==> src/rtl/core_seq_pkg.sv <==
// core_seq_pkg: shared state encodings, opcode classes and defaults for core_sequencer
package core_seq_pkg;

  typedef enum logic [2:0] {
    S_IDLE   = 3'd0,
    S_FETCH  = 3'd1,
    S_DECODE = 3'd2,
    S_EXEC   = 3'd3,
    S_MEM    = 3'd4,
    S_WB     = 3'd5,
    S_PCUPD  = 3'd6,
    S_HALT   = 3'd7
  } state_t;

  typedef enum logic [2:0] {C_R, C_LOAD, C_STORE, C_BRANCH, C_ILLEGAL} op_class_t;

  localparam logic [6:0] OP_R      = 7'h33;
  localparam logic [6:0] OP_LOAD   = 7'h03;
  localparam logic [6:0] OP_STORE  = 7'h23;
  localparam logic [6:0] OP_BRANCH = 7'h63;

  localparam int MEM_TIMEOUT_DEF = 15;

  function automatic op_class_t op_class(input logic [6:0] op);
    return op == OP_R      ? C_R      :
           op == OP_LOAD   ? C_LOAD   :
           op == OP_STORE  ? C_STORE  :
           op == OP_BRANCH ? C_BRANCH : C_ILLEGAL;
  endfunction

endpackage

==> src/rtl/seq_wait_timer.sv <==
// seq_wait_timer: clearable up-counter flagging the last allowed wait cycle
//   clk, reset (async active-low), i_load (clear to 0), i_inc (count up),
//   o_last (count has reached LAST-1, so one more miss reaches LAST)
module seq_wait_timer #(
  parameter int W    = 4,
  parameter int LAST = 15
) (
  input  logic clk,
  input  logic reset,
  input  logic i_load,
  input  logic i_inc,
  output logic o_last
);

  logic [W-1:0] r_cnt;

  always_ff @(posedge clk or negedge reset)
    if (!reset)
      r_cnt <= '0;
    else if (i_load)
      r_cnt <= '0;
    else if (i_inc)
      r_cnt <= r_cnt + W'(1);

  assign o_last = r_cnt == W'(LAST - 1);

endmodule

==> src/rtl/core_sequencer.sv <==
// core_sequencer: multi-cycle FETCH/DECODE/EXEC/MEM/WB/PCUPD control for the RISC-V datapath
//   inputs : clk, reset (async active-low), run, step_req, halt_req, resume,
//            opcode[6:0], branch_taken, mem_ready
//   outputs: ir_we, reg_we, dmem_rd, dmem_wr, pc_we, pc_src, busy, halted,
//            illegal_op, mem_err, state[2:0], instr_count, cycle_count
module core_sequencer
  import core_seq_pkg::*;
#(
  parameter int CPU_BITS    = 32,
  parameter int TIMEOUT_W   = 4,
  parameter int MEM_TIMEOUT = MEM_TIMEOUT_DEF
) (
  input  logic                clk,
  input  logic                reset,
  input  logic                run,
  input  logic                step_req,
  input  logic                halt_req,
  input  logic                resume,
  input  logic [6:0]          opcode,
  input  logic                branch_taken,
  input  logic                mem_ready,
  output logic                ir_we,
  output logic                reg_we,
  output logic                dmem_rd,
  output logic                dmem_wr,
  output logic                pc_we,
  output logic                pc_src,
  output logic                busy,
  output logic                halted,
  output logic                illegal_op,
  output logic                mem_err,
  output logic [2:0]          state,
  output logic [CPU_BITS-1:0] instr_count,
  output logic [CPU_BITS-1:0] cycle_count
);

  state_t              r_state, w_next;
  op_class_t           r_cls;
  op_class_t           w_cls;
  logic                r_step, r_illegal, r_mem_err, w_last;
  logic [CPU_BITS-1:0] r_instr, r_cycle;

  assign w_cls = op_class(opcode);

  seq_wait_timer #(.W(TIMEOUT_W), .LAST(MEM_TIMEOUT)) u_timer (
    .clk    (clk),
    .reset  (reset),
    .i_load (r_state == S_EXEC),
    .i_inc  (r_state == S_MEM && !mem_ready),
    .o_last (w_last)
  );

  always_comb begin
    w_next = r_state;
    case (r_state)
      S_IDLE:   w_next = halt_req ? S_HALT : (run || step_req) ? S_FETCH : S_IDLE;
      S_FETCH:  w_next = S_DECODE;
      S_DECODE: w_next = w_cls == C_ILLEGAL ? S_HALT : S_EXEC;
      S_EXEC:   w_next = r_cls == C_R ? S_WB : r_cls == C_BRANCH ? S_PCUPD : S_MEM;
      S_MEM:    w_next = mem_ready ? (r_cls == C_LOAD ? S_WB : S_PCUPD) : w_last ? S_HALT : S_MEM;
      S_WB:     w_next = S_PCUPD;
      S_PCUPD:  w_next = halt_req ? S_HALT : (r_step || !run) ? S_IDLE : S_FETCH;
      S_HALT:   w_next = resume ? S_IDLE : S_HALT;
      default:  w_next = S_IDLE;
    endcase
  end

  // The opcode class is captured in DECODE so later states (and pc_src) do not
  // depend on the opcode input; the step latch only survives one instruction.
  always_ff @(posedge clk or negedge reset)
    if (!reset) begin
      r_state   <= S_IDLE;
      r_cls     <= C_R;
      r_step    <= 1'b0;
      r_illegal <= 1'b0;
      r_mem_err <= 1'b0;
      r_instr   <= '0;
      r_cycle   <= '0;
    end else begin
      r_state   <= w_next;
      r_cls     <= r_state == S_DECODE ? w_cls : r_cls;
      r_step    <= r_state == S_IDLE ? (w_next == S_FETCH && !run) :
                   (r_state == S_PCUPD || w_next == S_HALT) ? 1'b0 : r_step;
      r_illegal <= (r_state == S_DECODE && w_next == S_HALT) ? 1'b1 :
                   (r_state == S_HALT && resume) ? 1'b0 : r_illegal;
      r_mem_err <= (r_state == S_MEM && w_next == S_HALT) ? 1'b1 :
                   (r_state == S_HALT && resume) ? 1'b0 : r_mem_err;
      r_instr   <= r_state == S_PCUPD ? r_instr + CPU_BITS'(1) : r_instr;
      r_cycle   <= busy ? r_cycle + CPU_BITS'(1) : r_cycle;
    end

  assign ir_we       = r_state == S_FETCH;
  assign reg_we      = r_state == S_WB;
  assign dmem_rd     = r_state == S_MEM && r_cls == C_LOAD;
  assign dmem_wr     = r_state == S_MEM && r_cls == C_STORE;
  assign pc_we       = r_state == S_PCUPD;
  assign pc_src      = r_state == S_PCUPD && r_cls == C_BRANCH && branch_taken;
  assign busy        = r_state != S_IDLE && r_state != S_HALT;
  assign halted      = r_state == S_HALT;
  assign illegal_op  = r_illegal;
  assign mem_err     = r_mem_err;
  assign state       = r_state;
  assign instr_count = r_instr;
  assign cycle_count = r_cycle;

endmodule
==> config.mk <==
export PLATFORM = sky130hd
export DESIGN_NAME = core_sequencer
export DESIGN_NICKNAME = d
export VERILOG_FILES = /design/src/rtl/core_seq_pkg.sv /design/src/rtl/seq_wait_timer.sv /design/src/rtl/core_sequencer.sv
export SDC_FILE = /design/constraint.sdc
export NUM_CORES = 1
export LEC_CHECK = 0
export CAP_MARGIN = 0
export CORE_MARGIN = 2
export CORE_UTILIZATION = 51
export CTS_BUF_LIST = sky130_fd_sc_hd__clkbuf_8
export DETAILED_ROUTE_END_ITERATION = 16
export HOLD_SLACK_MARGIN = 0.15
export PLACE_DENSITY = 0.81
export SLEW_MARGIN = 20
export SYNTH_ARGS = -nofsm -noshare
export SYNTH_HDL_FRONTEND = slang
export SYNTH_SLANG_ARGS = --single-unit
==> constraint.sdc <==
create_clock -name clk -period 2.07 [get_ports clk]
set_input_delay 0.5175 -clock clk [delete_from_list [all_inputs] [get_ports clk]]
set_output_delay 0.5175 -clock clk [all_outputs]
set_load 0.02 [all_outputs]
Yosys cells after proc, flatten, opt, wreduce, memory -nomap -nowiden
Cells that the tools add are included.
{ "totals": {"memories": 0, "output_inout_bits": 77, "mem_bits_rw": 0, "word_cells": 75, "latch_bits": 0, "mem_bits_ro": 0, "regBits": 77} }
{ "op_classes": {"n_addsub": 3, "n_mul": 0, "eq_ne": 19, "reduce_logical": 22, "mux": 23, "bitwise_logic": 0, "shift": 0, "n_div": 0, "n_lt_le_gt_ge": 0} }
{ "op_table": {"columns": ["op", "n"], "rows": [
  ["32-bit by 1-bit adder with 32-bit output, second input constant", 2],
  ["3-bit two-way mux", 8],
  ["3-bit case mux with 8 select lines", 1],
  ["3-bit equality test, second input constant", 6],
  ["7-bit by 6-bit equality test with 1-bit output, second input constant", 2],
  ["3-bit by 2-bit equality test with 1-bit output, second input constant", 4],
  ["1-bit logical AND", 10],
  ["2-bit two-way mux", 5],
  ["3-bit by 1-bit equality test with 1-bit output, second input constant", 3],
  ["4-bit two-way mux", 2],
  ["2-bit nonzero test", 4],
  ["7-bit by 2-bit equality test with 1-bit output, second input constant", 1],
  ["7-bit equality test, second input constant", 1],
  ["1-bit two-way mux", 7],
  ["3-bit logical NOT", 2],
  ["4-bit by 1-bit adder with 4-bit output, second input constant", 1],
  ["4-bit equality test, second input constant", 1],
  ["1-bit logical OR", 3],
  ["3-bit != test, second input constant", 1],
  ["3-bit nonzero test", 1],
  ["1-bit logical NOT", 2]
]} }

Longest topological paths before layout
Gate-level depths: netlist of run 1.
{ "logic_depth": {"word_depth": 12, "ltp_mapped": 7} }

Modules after synthesis
A second synthesis of run 1 with hierarchy kept.
{ "unflattened": {"cells_unflattened": 339, "hier_area_um2": 3709.8} }
{ "modules_own_cells": {"columns": ["mod", "seq_area_each_um2", "instances", "area_per_inst_um2", "cells_each"], "rows": [
  ["core_sequencer", 1826.8, 1, 3489.6, 319],
  ["seq_wait_timer", 100.1, 1, 220.2, 20]
]} }

Worst setup path before layout of run 1
Ideal clock, no wire load.
{ "synth_path": {"kind": "flip-flop to output port", "start": "register r_state[1], in the netlist state[1]", "end": "output dmem_wr", "arrival_time_ns": 1.900, "n_path_buf": 1, "setup_slack_ns": -0.347, "path_stages_with_launch": 4, "cell_sequence": "dfrtp_1 buf_2 or3b_2 nor4b_1"} }
{ "synth_via": {"elab_chain_len": 2} }
{ "synth_lines": {"columns": ["element", "line", "source"], "rows": [
  ["start: declaration", "core_sequencer.sv:37", "state_t r_state, w_next;"],
  ["start signal: assignment", "core_sequencer.sv:80", "r_state <= w_next;"],
  ["3-bit equality test", "core_sequencer.sv:95", "assign dmem_wr = r_state == S_MEM && r_cls == C_STORE;"],
  ["1-bit logical AND", "core_sequencer.sv:95", null],
  ["end: declaration", "core_sequencer.sv:25", "output logic dmem_wr,"]
]} }
Every way passes these cells.

Final worst setup path of run 1
Ends and elaborated chain as after synthesis.

==> flow_summary.yaml, run 1 <==
outcome:
  status: "finished with violations"
  failed_checks: "setup timing"
worst_hold_path:
  hp-class: "reg -> reg"
  holdPathStages: 1
finish:
  final_nets: 506
  num_antenna_cells: 0
  drive_gt1_share_pct: 15.0
  fillerInstances: 522
  finalInstanceArea_um2: 5280
  multi_input_area_um2: 1830
  mostFrequentLayoutCells: "clkdlybuf4s50_1, dfrtp_1, nand2_1, xnor2_1, nor2_1"
  syn_to_final_growth_pct: 40.0
  final_common_cell: "clkdlybuf4s50_1"
  regArea_um2: 1930
clocking:
  cts_tree: "yes"
  path_clk_slew_ps: 90
  clkLatencyLatePin_ps: 360
  clock_sinks: 77
  max-clock-path-buffers: 2
  htree_levels: 3
  clock-root-buffer: "clkbuf_8"
  cts_buffers: 9
timing:
  setup_viol: 1
  post-route-min-period_ps: 2090
  tns_ps: -23.0
  worst_slew_pin_slew_ps: 519
  hold_ws_ps: 472
  fin_skew_ps: 14.1
  worst_slack_ps: -23.0
  fin_crit_sh_pct: 101
  drv_slew: 0
  maxSlewHeadroom_pct: 65.4
  finalHoldViolCount: 0
  fmax_mhz: 478
  grt_setup_unrepaired: "true"
global_route:
  antenna_found_initial: 0
  grt_pass1_wl_um: 14600
  grt_max_degree: 41
  grt_pass1_vias: 3171
  grt_util_all_layers_pct: 22.2
  grt-ovfl-total: 0
yosys:
  avgSynthCellArea_um2: 10.4
  async_flop_share_pct: 100
  yosys_warnings: 0
  ys.flop_type: "dfrtp_1"
  synth_nets: 381
  mappedNetlistArea_um2: 3770
  synth_cell_types: 48
  ys_ff_latch: 77
  seq_area_frac_synth_pct: 51.1
  synthesis.instances: 362
  synth-edff-count: 0
placed_design:
  dpl_cell_area_um2: 5010
  place_congestion: 0.863
  place_ws_ps: -187
  hpwl_um: 6140
  io_buffers: 91
pwr:
  power.density_nw_per_um2: 977
  leakage_uw: 0.00235
  max-vdd-ir-drop_uv: 800
drt:
  routed_wl_um: 8660
  vias_per_cell: 5.31
  drt_pass1_iterations: 4
  drtIter0Drc: 137
  drc_errors: 0
  ant_nets: 0
  via_count: 3136
  post_drt_wl_per_cell_um: 14.6
setup_path:
  start_kind: "flip-flop"
  required_ps: 1550
  reg2reg_depth: 7
  crit_path_end_kind: "output pin"
  cp.arrival_ps: 1580
  cp_max_fo: 3
  critical_path_class: "reg -> out"
flow_run:
  maxCapViolCount: 0
floorplan:
  die_area_um2: 8100
  fp.dieW_um: 90.0
  rows: 31
  dieHeight_um: 90.0
  num_io_pins: 92
  core_um2: 7210
  initial_core_util_pct: 52.3
==> metal layers <==
layer | track usage [%] | routed length, µm | share of wire, %
met5 | 0 | 0 | 0
met1 | 27.9 | 3750 | 43
met2 | 37.7 | 4330 | 50
met3 | 4.11 | 408 | 4.7
met4 | 9.23 | 167 | 1.9
==> worst paths after layout <==
| check | start | to | slack, ps |
|---|---|---|---|
| max reg2reg | r_cls[2]$_DFFE_PN0P_ | mem_err$_DFFE_PN0P_ | 70 |
| max in group asynchronous | reset | instr_count[20]$_DFFE_PN0P_ | 810 |
| min | instr_count[31]$_DFFE_PN0P_ | instr_count[31]$_DFFE_PN0P_ | 470 |
| min in group asynchronous | reset | cycle_count[11]$_DFFE_PN0P_ | 680 |
| max | state[1]$_DFF_PN0_ | dmem_wr | -20 |
| min reg2reg | instr_count[31]$_DFFE_PN0P_ | instr_count[31]$_DFFE_PN0P_ | 470 |
==> area by class of cell <==
cell class / count / share of cell area [%]
clock buffers: 9 / 2.35
clock inverters: 7 / 1.52
inverters: 9 / 0.640
multi-input cells: 267 / 34.7
flip-flops and latches: 77 / 36.5
well taps: 99 / 2.35
repair buffers: 123 / 22.0
==> cell usage after synthesis, drive strengths merged (2+ instances only) <==
| cell | number | area share, % |
|---|---|---|
| inv | 9 | 0.90 |
| clkbuf | 5 | 0.50 |
| a221oi | 3 | 0.70 |
| a21oi | 3 | 0.40 |
| nand3b | 3 | 0.60 |
| xnor2 | 34 | 7.9 |
| buf | 4 | 0.86 |
| xor2 | 31 | 7.2 |
| or3b | 2 | 0.46 |
| nor3b | 4 | 0.80 |
| ha | 4 | 1.3 |
| a211oi | 2 | 0.40 |
| a32o | 2 | 0.53 |
| nor2 | 33 | 3.3 |
| nand4 | 13 | 2.2 |
| nor4b | 4 | 1.5 |
| nand3 | 22 | 3.2 |
| nor4 | 3 | 0.66 |
| nor3 | 13 | 1.7 |
| or4b | 2 | 0.53 |
| and3b | 4 | 0.93 |
| mux2 | 2 | 0.60 |
| nand2 | 43 | 4.3 |
| and3 | 13 | 2.3 |
| dfrtp | 77 | 51 |
| and2 | 3 | 0.50 |
| o21a | 2 | 0.40 |
| nor2b | 2 | 0.33 |
| o21ai | 3 | 0.40 |
| and4 | 6 | 1.4 |
==> through the flow <==
stage	total power, µW	utilization (%)	std cells
2_1_floorplan	3080	-	362
3_3_place_gp	3930	69.4	573
3_5_place_dp	3960	69.4	573
4_1_cts	5110	72.2	590
5_1_grt	5450	73.2	591
6_report	5160	73.2	591
==> cell families (layout without fill, tap and decap cells) <==
group	Yosys count	in the layout	share of synthesized area [%]
and+or+nand+nor	175	175	25.6
DFF	77	77	51.1
xor gates and xnor gates	65	65	15.1
AOI/OAI and AO/OA	21	21	4.01
buffers and inverters	18	148	2.26
adders and majority gates	4	4	1.33
muxes	2	2	0.597
==> critical path: stages, from the launching register on <==
cell and delay, ps:
dfrtp_1 420, or3b_4 420, nor4b_4 210, buf_4 170
==> repair_timing <==
| item | 4_1_cts | 5_1_grt |
|---|---|---|
| hold buffers | 1 | 0 |
| setup buffers | 0 | 1 |
| endpoints found under the setup margin | 13 | 32 |
| hold endpoints to repair | 16 | 0 |
| gates resized for setup | 31 | 20 |
| pin swaps | 1 | 4 |
| cloned | 0 | 0 |
==> sequential cells by signal, indices dropped and copies added (netlist names) <==
register / flops
state: 3
r_cls: 3
u_timer.r_cnt: 4
illegal_op: 1
cycle_count: 32
r_step: 1
instr_count: 32
mem_err: 1
==> power breakdown <==
part / switching [µW] / internal [µW]
clock network: 602 / 576
registers: 227 / 1710
logic: 1060 / 982
total: 1890 / 3270
(Power assumes the default switching activity.)
==> inputs of run 2 (changes only) <==
--- a/config.mk
+++ b/config.mk
@@ -11,6 +11,7 @@
 export CTS_BUF_LIST = sky130_fd_sc_hd__clkbuf_8
 export DETAILED_ROUTE_END_ITERATION = 16
 export HOLD_SLACK_MARGIN = 0.15
+export MAX_ROUTING_LAYER = met4
 export PLACE_DENSITY = 0.81
 export SLEW_MARGIN = 20
 export SYNTH_ARGS = -nofsm -noshare
==> run 2 against run 1 <==
Compared with the run above:
- the flow now finishes without violations
- core utilization down 0.82 points
- global-route usage up 0.72 points
- critical path depth unchanged
- maximum frequency up 1.5%
- worst hold slack better by 6.6 ps
- clock power down 4%
- clock-buffer cell count up 1
- total power down 1.8%
- die area unchanged
- wire length up 0.74%
- worst setup slack better by 32 ps
- largest cell class unchanged
- largest power group unchanged
==> flow_summary.yaml, run 2 (synthesis gave the netlist of run 1 again) <==
finish:
  syn_to_final_growth_pct: 38.4
  final_nets: 502
  mostFrequentLayoutCells: "clkdlybuf4s50_1, dfrtp_1, nand2_1, xnor2_1, nor2_1"
  fillerInstances: 534
  drive_gt1_share_pct: 13.8
  fin_util_pct: 72.4
  final_common_cell: "clkdlybuf4s50_1"
  num_antenna_cells: 0
worst_hold_path:
  hp-class: "reg -> reg"
pwr:
  net-switching-power_uw: 1840
  power.internal_uw: 3230
  max-vdd-ir-drop_uv: 660
  swShare_pct: 36.3
  p_seq_share_pct: 38.3
  leakage_uw: 0.00233
  power.density_nw_per_um2: 970
  p_clk_share_pct: 22.3
  p_comb_share_pct: 39.4
placed_design:
  io_buffers: 91
  hpwl_um: 6320
  place_congestion: 0.873
  place_ws_ps: -201
drt:
  drc_errors: 0
  wl_met1_um: 3750
  via_count: 3116
  highest_layer: "met4"
  ant_nets: 0
  post_drt_wl_per_cell_um: 14.9
  dr_wl_met2_um: 4400
  vias_per_cell: 5.32
  routed_wl_um: 8720
  drtIter0Drc: 183
  wl_met3_um: 441
  drt_pass1_iterations: 4
floorplan:
  initial_core_util_pct: 52.3
  num_io_pins: 92
  dieHeight_um: 90.0
  rows: 31
  fp.dieW_um: 90.0
  die_area_um2: 8100
  core_um2: 7210
global_route:
  antenna_found_initial: 0
  grt-ovfl-total: 0
  grt_pass1_wl_um: 14700
  grt_max_degree: 40
  grt_util_all_layers_pct: 22.9
  grt_pass1_vias: 3096
timing:
  setup_viol: 0
  maxSlewHeadroom_pct: 66.1
  worst_slew_pin_slew_ps: 509
  fin_crit_sh_pct: 99.6
  worst_slack_ps: 8.80
  post-route-min-period_ps: 2060
  finalHoldViolCount: 0
  grt_setup_unrepaired: "true"
  fmax_mhz: 485
  fin_skew_ps: 15.8
  drv_slew: 0
setup_path:
  crit_path_end_kind: "output pin"
  required_ps: 1550
  cp_max_fo: 3
  start_kind: "flip-flop"
  cp.arrival_ps: 1540
  critical_path_class: "reg -> out"
clocking:
  cts_tree: "yes"
  htree_levels: 3
  clkLatencyLatePin_ps: 350
  path_clk_slew_ps: 90
  max-clock-path-buffers: 2
  cts_buffers: 9
  clock_sinks: 77
  clock-root-buffer: "clkbuf_8"
outcome:
  status: "finished clean"
flow_run:
  maxCapViolCount: 0
==> run 2: cell types whose count changed in the layout (fill, tap and decap cells not counted), moves of 2 or more <==
cell            previous run  this run
dlymetal6s2s_1             0         2
nor3_1                    10        12
buf_4                     30        28
dlygate4sd2_1              4         1
nor3_2                     3         1
inv_6                      3         1
clkbuf_2                   1         3
==> run 2: power by group through the flow <==
stage / logic, µW / registers, µW / clock network (µW)
3_5_place_dp: 1990 / 1960 / 0
6_report: 2000 / 1940 / 1130
4_1_cts: 1970 / 1940 / 1160
3_3_place_gp: 1940 / 1940 / 0
2_1_floorplan: 934 / 2150 / 0
5_1_grt: 2160 / 1970 / 1230
==> run 2: path summary, 6_finish.rpt <==
| kind | startpoint | end | slack, ps | cells after the start |
|---|---|---|---|---|
| worst max-delay path | state[0]$_DFF_PN0_ | dmem_wr | 9 | 3 |
| worst min-delay path | instr_count[31]$_DFFE_PN0P_ | instr_count[31]$_DFFE_PN0P_ | 480 | 1 |
| worst max register to register | state[2]$_DFF_PN0_ | cycle_count[13]$_DFFE_PN0P_ | 50 | 7 |
| worst min register to register | instr_count[31]$_DFFE_PN0P_ | instr_count[31]$_DFFE_PN0P_ | 480 | 1 |
| max in group asynchronous | reset | instr_count[20]$_DFFE_PN0P_ | 790 | 3 |
| min in group asynchronous | reset | cycle_count[11]$_DFFE_PN0P_ | 700 | 2 |
==> run 2: repair_timing <==
item,4_1_cts,5_1_grt
gates resized for setup,27,18
hold endpoints to repair,14,0
buffers inserted,0,2
pin swaps,1,1
endpoints found under the setup margin,12,22
hold buffers,1,0
==> run 2: critical path, cell delays in order (launching register included) <==
cell and delay, ps:
dfrtp_1 390, or3b_4 430, nor4b_4 210, buf_4 170
==> run 2: final cells by class <==
class | instances | area [µm²] | area share (%)
Multi-Input combinational cell | 267 | 1820 | 34.9
Clock inverter | 5 | 58.8 | 1.13
Tap cell | 99 | 124 | 2.37
Inverter | 9 | 33.8 | 0.647
Timing Repair Buffer | 119 | 1120 | 21.4
Sequential cell | 77 | 1930 | 36.9
Clock buffer | 10 | 138 | 2.64
==> run 2: metrics by stage <==
stage	hold WS, ps	instance area (µm²)	instances	power, µW	TNS [ps]
floorplan	222	3790	362	3080	0
global placement	456	4970	568	3880	-546
detailed placement	463	4970	568	3940	-685
CTS	480	5160	584	5070	-38.4
global route	512	5220	586	5360	-225
finish	479	5220	586	5070	0
==> run 2: per-layer routing <==
metal / vias up / global-route usage (%)
li1: 1492 / -
met1: 1515 / 27.9
met2: 97 / 37.9
met3: 12 / 5.45
met4: 0 / 7.31
met5: - / -
==> inputs of run 3 (changes only) <==
--- a/config.mk
+++ b/config.mk
@@ -6,9 +6,12 @@
 export NUM_CORES = 1
 export LEC_CHECK = 0
 export CAP_MARGIN = 0
+export CELL_PAD_IN_SITES_DETAIL_PLACEMENT = 1
+export CELL_PAD_IN_SITES_GLOBAL_PLACEMENT = 1
 export CORE_MARGIN = 2
-export CORE_UTILIZATION = 51
+export CORE_UTILIZATION = 39
 export CTS_BUF_LIST = sky130_fd_sc_hd__clkbuf_8
+export CTS_CLUSTER_SIZE = 24
 export DETAILED_ROUTE_END_ITERATION = 16
 export HOLD_SLACK_MARGIN = 0.15
 export MAX_ROUTING_LAYER = met4
@@ -17,3 +20,4 @@
 export SYNTH_ARGS = -nofsm -noshare
 export SYNTH_HDL_FRONTEND = slang
 export SYNTH_SLANG_ARGS = --single-unit
+export TNS_END_PERCENT = 1
==> run 3 against run 2 <==
Compared with the run above:
- register-to-register slack worse by 20 ps
- wire length up 21%
- the flow now finishes with violations (setup timing)
- maximum frequency down 1.0%
- largest power group unchanged
- via count up 3.3%
- highest routed layer unchanged
- worst hold slack worse by 14 ps
- combinational power up 8%
- worst setup slack worse by 21 ps
- clock power up 11%
==> flow_summary.yaml, run 3 (synthesis gave the netlist of run 1 again) <==
placed_design:
  dpl_cell_area_um2: 5040
  place_inst: 602
  io_buffers: 91
  hpwl_um: 7720
  place_congestion: 0.849
drt:
  routed_wl_um: 10500
  vias_per_cell: 5.18
  drt_pass1_iterations: 4
  post_drt_wl_per_cell_um: 16.9
  ant_nets: 0
  via_count: 3219
  drtIter0Drc: 76
  drc_errors: 0
finish:
  drive_gt1_share_pct: 15.2
  final_nets: 507
  num_antenna_cells: 0
  fin_cells: 622
  final_common_cell: "clkdlybuf4s50_1"
  syn_to_final_growth_pct: 42.4
  finalInstanceArea_um2: 5370
  mostFrequentLayoutCells: "clkdlybuf4s50_1, dfrtp_1, nand2_1, xnor2_1, nor2_1"
floorplan:
  die_area_um2: 10500
  num_io_pins: 92
  rows: 35
  fp.dieW_um: 102
  initial_core_util_pct: 40.4
  core_um2: 9330
  dieHeight_um: 102
setup_path:
  cpLargestDelayFamily: "simple AND/OR/NAND/NOR gates"
  r2r_start: "state[0]$_DFF_PN0_"
  r2r-end: "mem_err$_DFFE_PN0P_"
  path_depth: 3
  required_ps: 1550
  reg2reg_depth: 7
  cp.arrival_ps: 1560
  critical_path.cell_chain: "or3b_4 -> nor4b_4 -> buf_4"
  crit_path_end_kind: "output pin"
  cp-endpoint: "dmem_wr"
  start_kind: "flip-flop"
  cp_max_fo: 2
  critPathSlowestCell: "or3b_4"
  rrSetupSlack_ps: 30
  cp_slowest_stage_delay_ps: 420
  critPathBufInv: 1
  critPathLaunch: "state[0]$_DFF_PN0_"
  critical_path_class: "reg -> out"
worst_hold_path:
  hp-class: "reg -> reg"
  holdPathStages: 1
global_route:
  grt-ovfl-total: 0
  grt_util_all_layers_pct: 22.2
  grt_max_degree: 46
  grt_pass1_wl_um: 17500
  antenna_found_initial: 0
  grt_pass1_vias: 3332
pwr:
  max-vdd-ir-drop_uv: 663
  leakage_uw: 0.00240
  swShare_pct: 36.3
  power.density_nw_per_um2: 997
  p_seq_share_pct: 36.3
  net-switching-power_uw: 1940
  p_clk_share_pct: 23.4
  power.internal_uw: 3410
  p_comb_share_pct: 40.3
clocking:
  clkLatencyLatePin_ps: 350
  clock_sinks: 77
  cts_tree: "yes"
  clock-root-buffer: "clkbuf_8"
  cts_buffers: 9
  htree_levels: 3
  path_clk_slew_ps: 80
  max-clock-path-buffers: 2
outcome:
  status: "finished with violations"
  failed_checks: "setup timing"
flow_run:
  maxCapViolCount: 0
timing:
  maxSlewHeadroom_pct: 70.0
  grt_setup_unrepaired: "true"
  fin_crit_sh_pct: 101
  fin_skew_ps: 9.43
  drv_slew: 0
  post-route-min-period_ps: 2080
  setup_viol: 1
  worst_slew_pin_slew_ps: 449
  worst_slack_ps: -12.1
  finalHoldViolCount: 0
  fmax_mhz: 480
==> run 3: worst min-delay path by stage <==
stage | startpoint | endpoint | slack, ps
detailed placement | cycle_count[31]$_DFFE_PN0P_ | cycle_count[31]$_DFFE_PN0P_ | 460
global route | instr_count[31]$_DFFE_PN0P_ | instr_count[31]$_DFFE_PN0P_ | 490
finish | cycle_count[31]$_DFFE_PN0P_ | cycle_count[31]$_DFFE_PN0P_ | 470
global placement | cycle_count[31]$_DFFE_PN0P_ | cycle_count[31]$_DFFE_PN0P_ | 460
CTS | instr_count[31]$_DFFE_PN0P_ | instr_count[31]$_DFFE_PN0P_ | 470
floorplan | reset | cycle_count[0]$_DFFE_PN0P_ | 220
==> run 3: timing repair <==
item | in CTS | in global routing
hold endpoints to repair | 32 | 0
setup endpoints to repair | 18 | 35
resized for setup | 34 | 26
hold buffers | 1 | 0
pin swaps | 1 | 5
buffers inserted | 0 | 3
==> run 3: cell type report <==
class                           instances  area [µm²]
Clock inverter                          7        91.3
Multi-Input combinational cell        267        1860
Timing Repair Buffer                  124        1170
Tap cell                              129         161
Clock buffer                            9         124
Sequential cell                        77        1930
Fill cell                            1032        3960
Inverter                                9        33.8
==> run 3: through the flow <==
stage / setup TNS (ps) / worst slack [ps] / utilization, % / total power [µW] / hold WS [ps]
after detailed placement: -961 / -280 / 54.0 / 4040 / 457
after global placement: -723 / -193 / 54.0 / 3950 / 456
after floorplan: 0 / 30.1 / - / 3080 / 222
final: -12.1 / -12.1 / 57.6 / 5350 / 465
after CTS: -176 / -81.2 / 56.5 / 5260 / 471
after global routing: -439 / -90.6 / 57.6 / 5670 / 488
==> run 3: power by group through the flow <==
stage / Combinational (µW) / Clock (µW) / Sequential (µW)
2_1_floorplan: 934 / 0 / 2150
3_3_place_gp: 2010 / 0 / 1940
3_5_place_dp: 2070 / 0 / 1960
4_1_cts: 2050 / 1280 / 1940
5_1_grt: 2350 / 1340 / 1980
6_report: 2160 / 1250 / 1940
==> run 3: routing by layer <==
metal	global-route usage, %	vias up	share of wire (%)
li1	-	1505	-
met1	27.7	1629	42
met2	37.4	73	54
met3	3.01	12	2.4
met4	7.08	0	1.2
met5	-	-	0
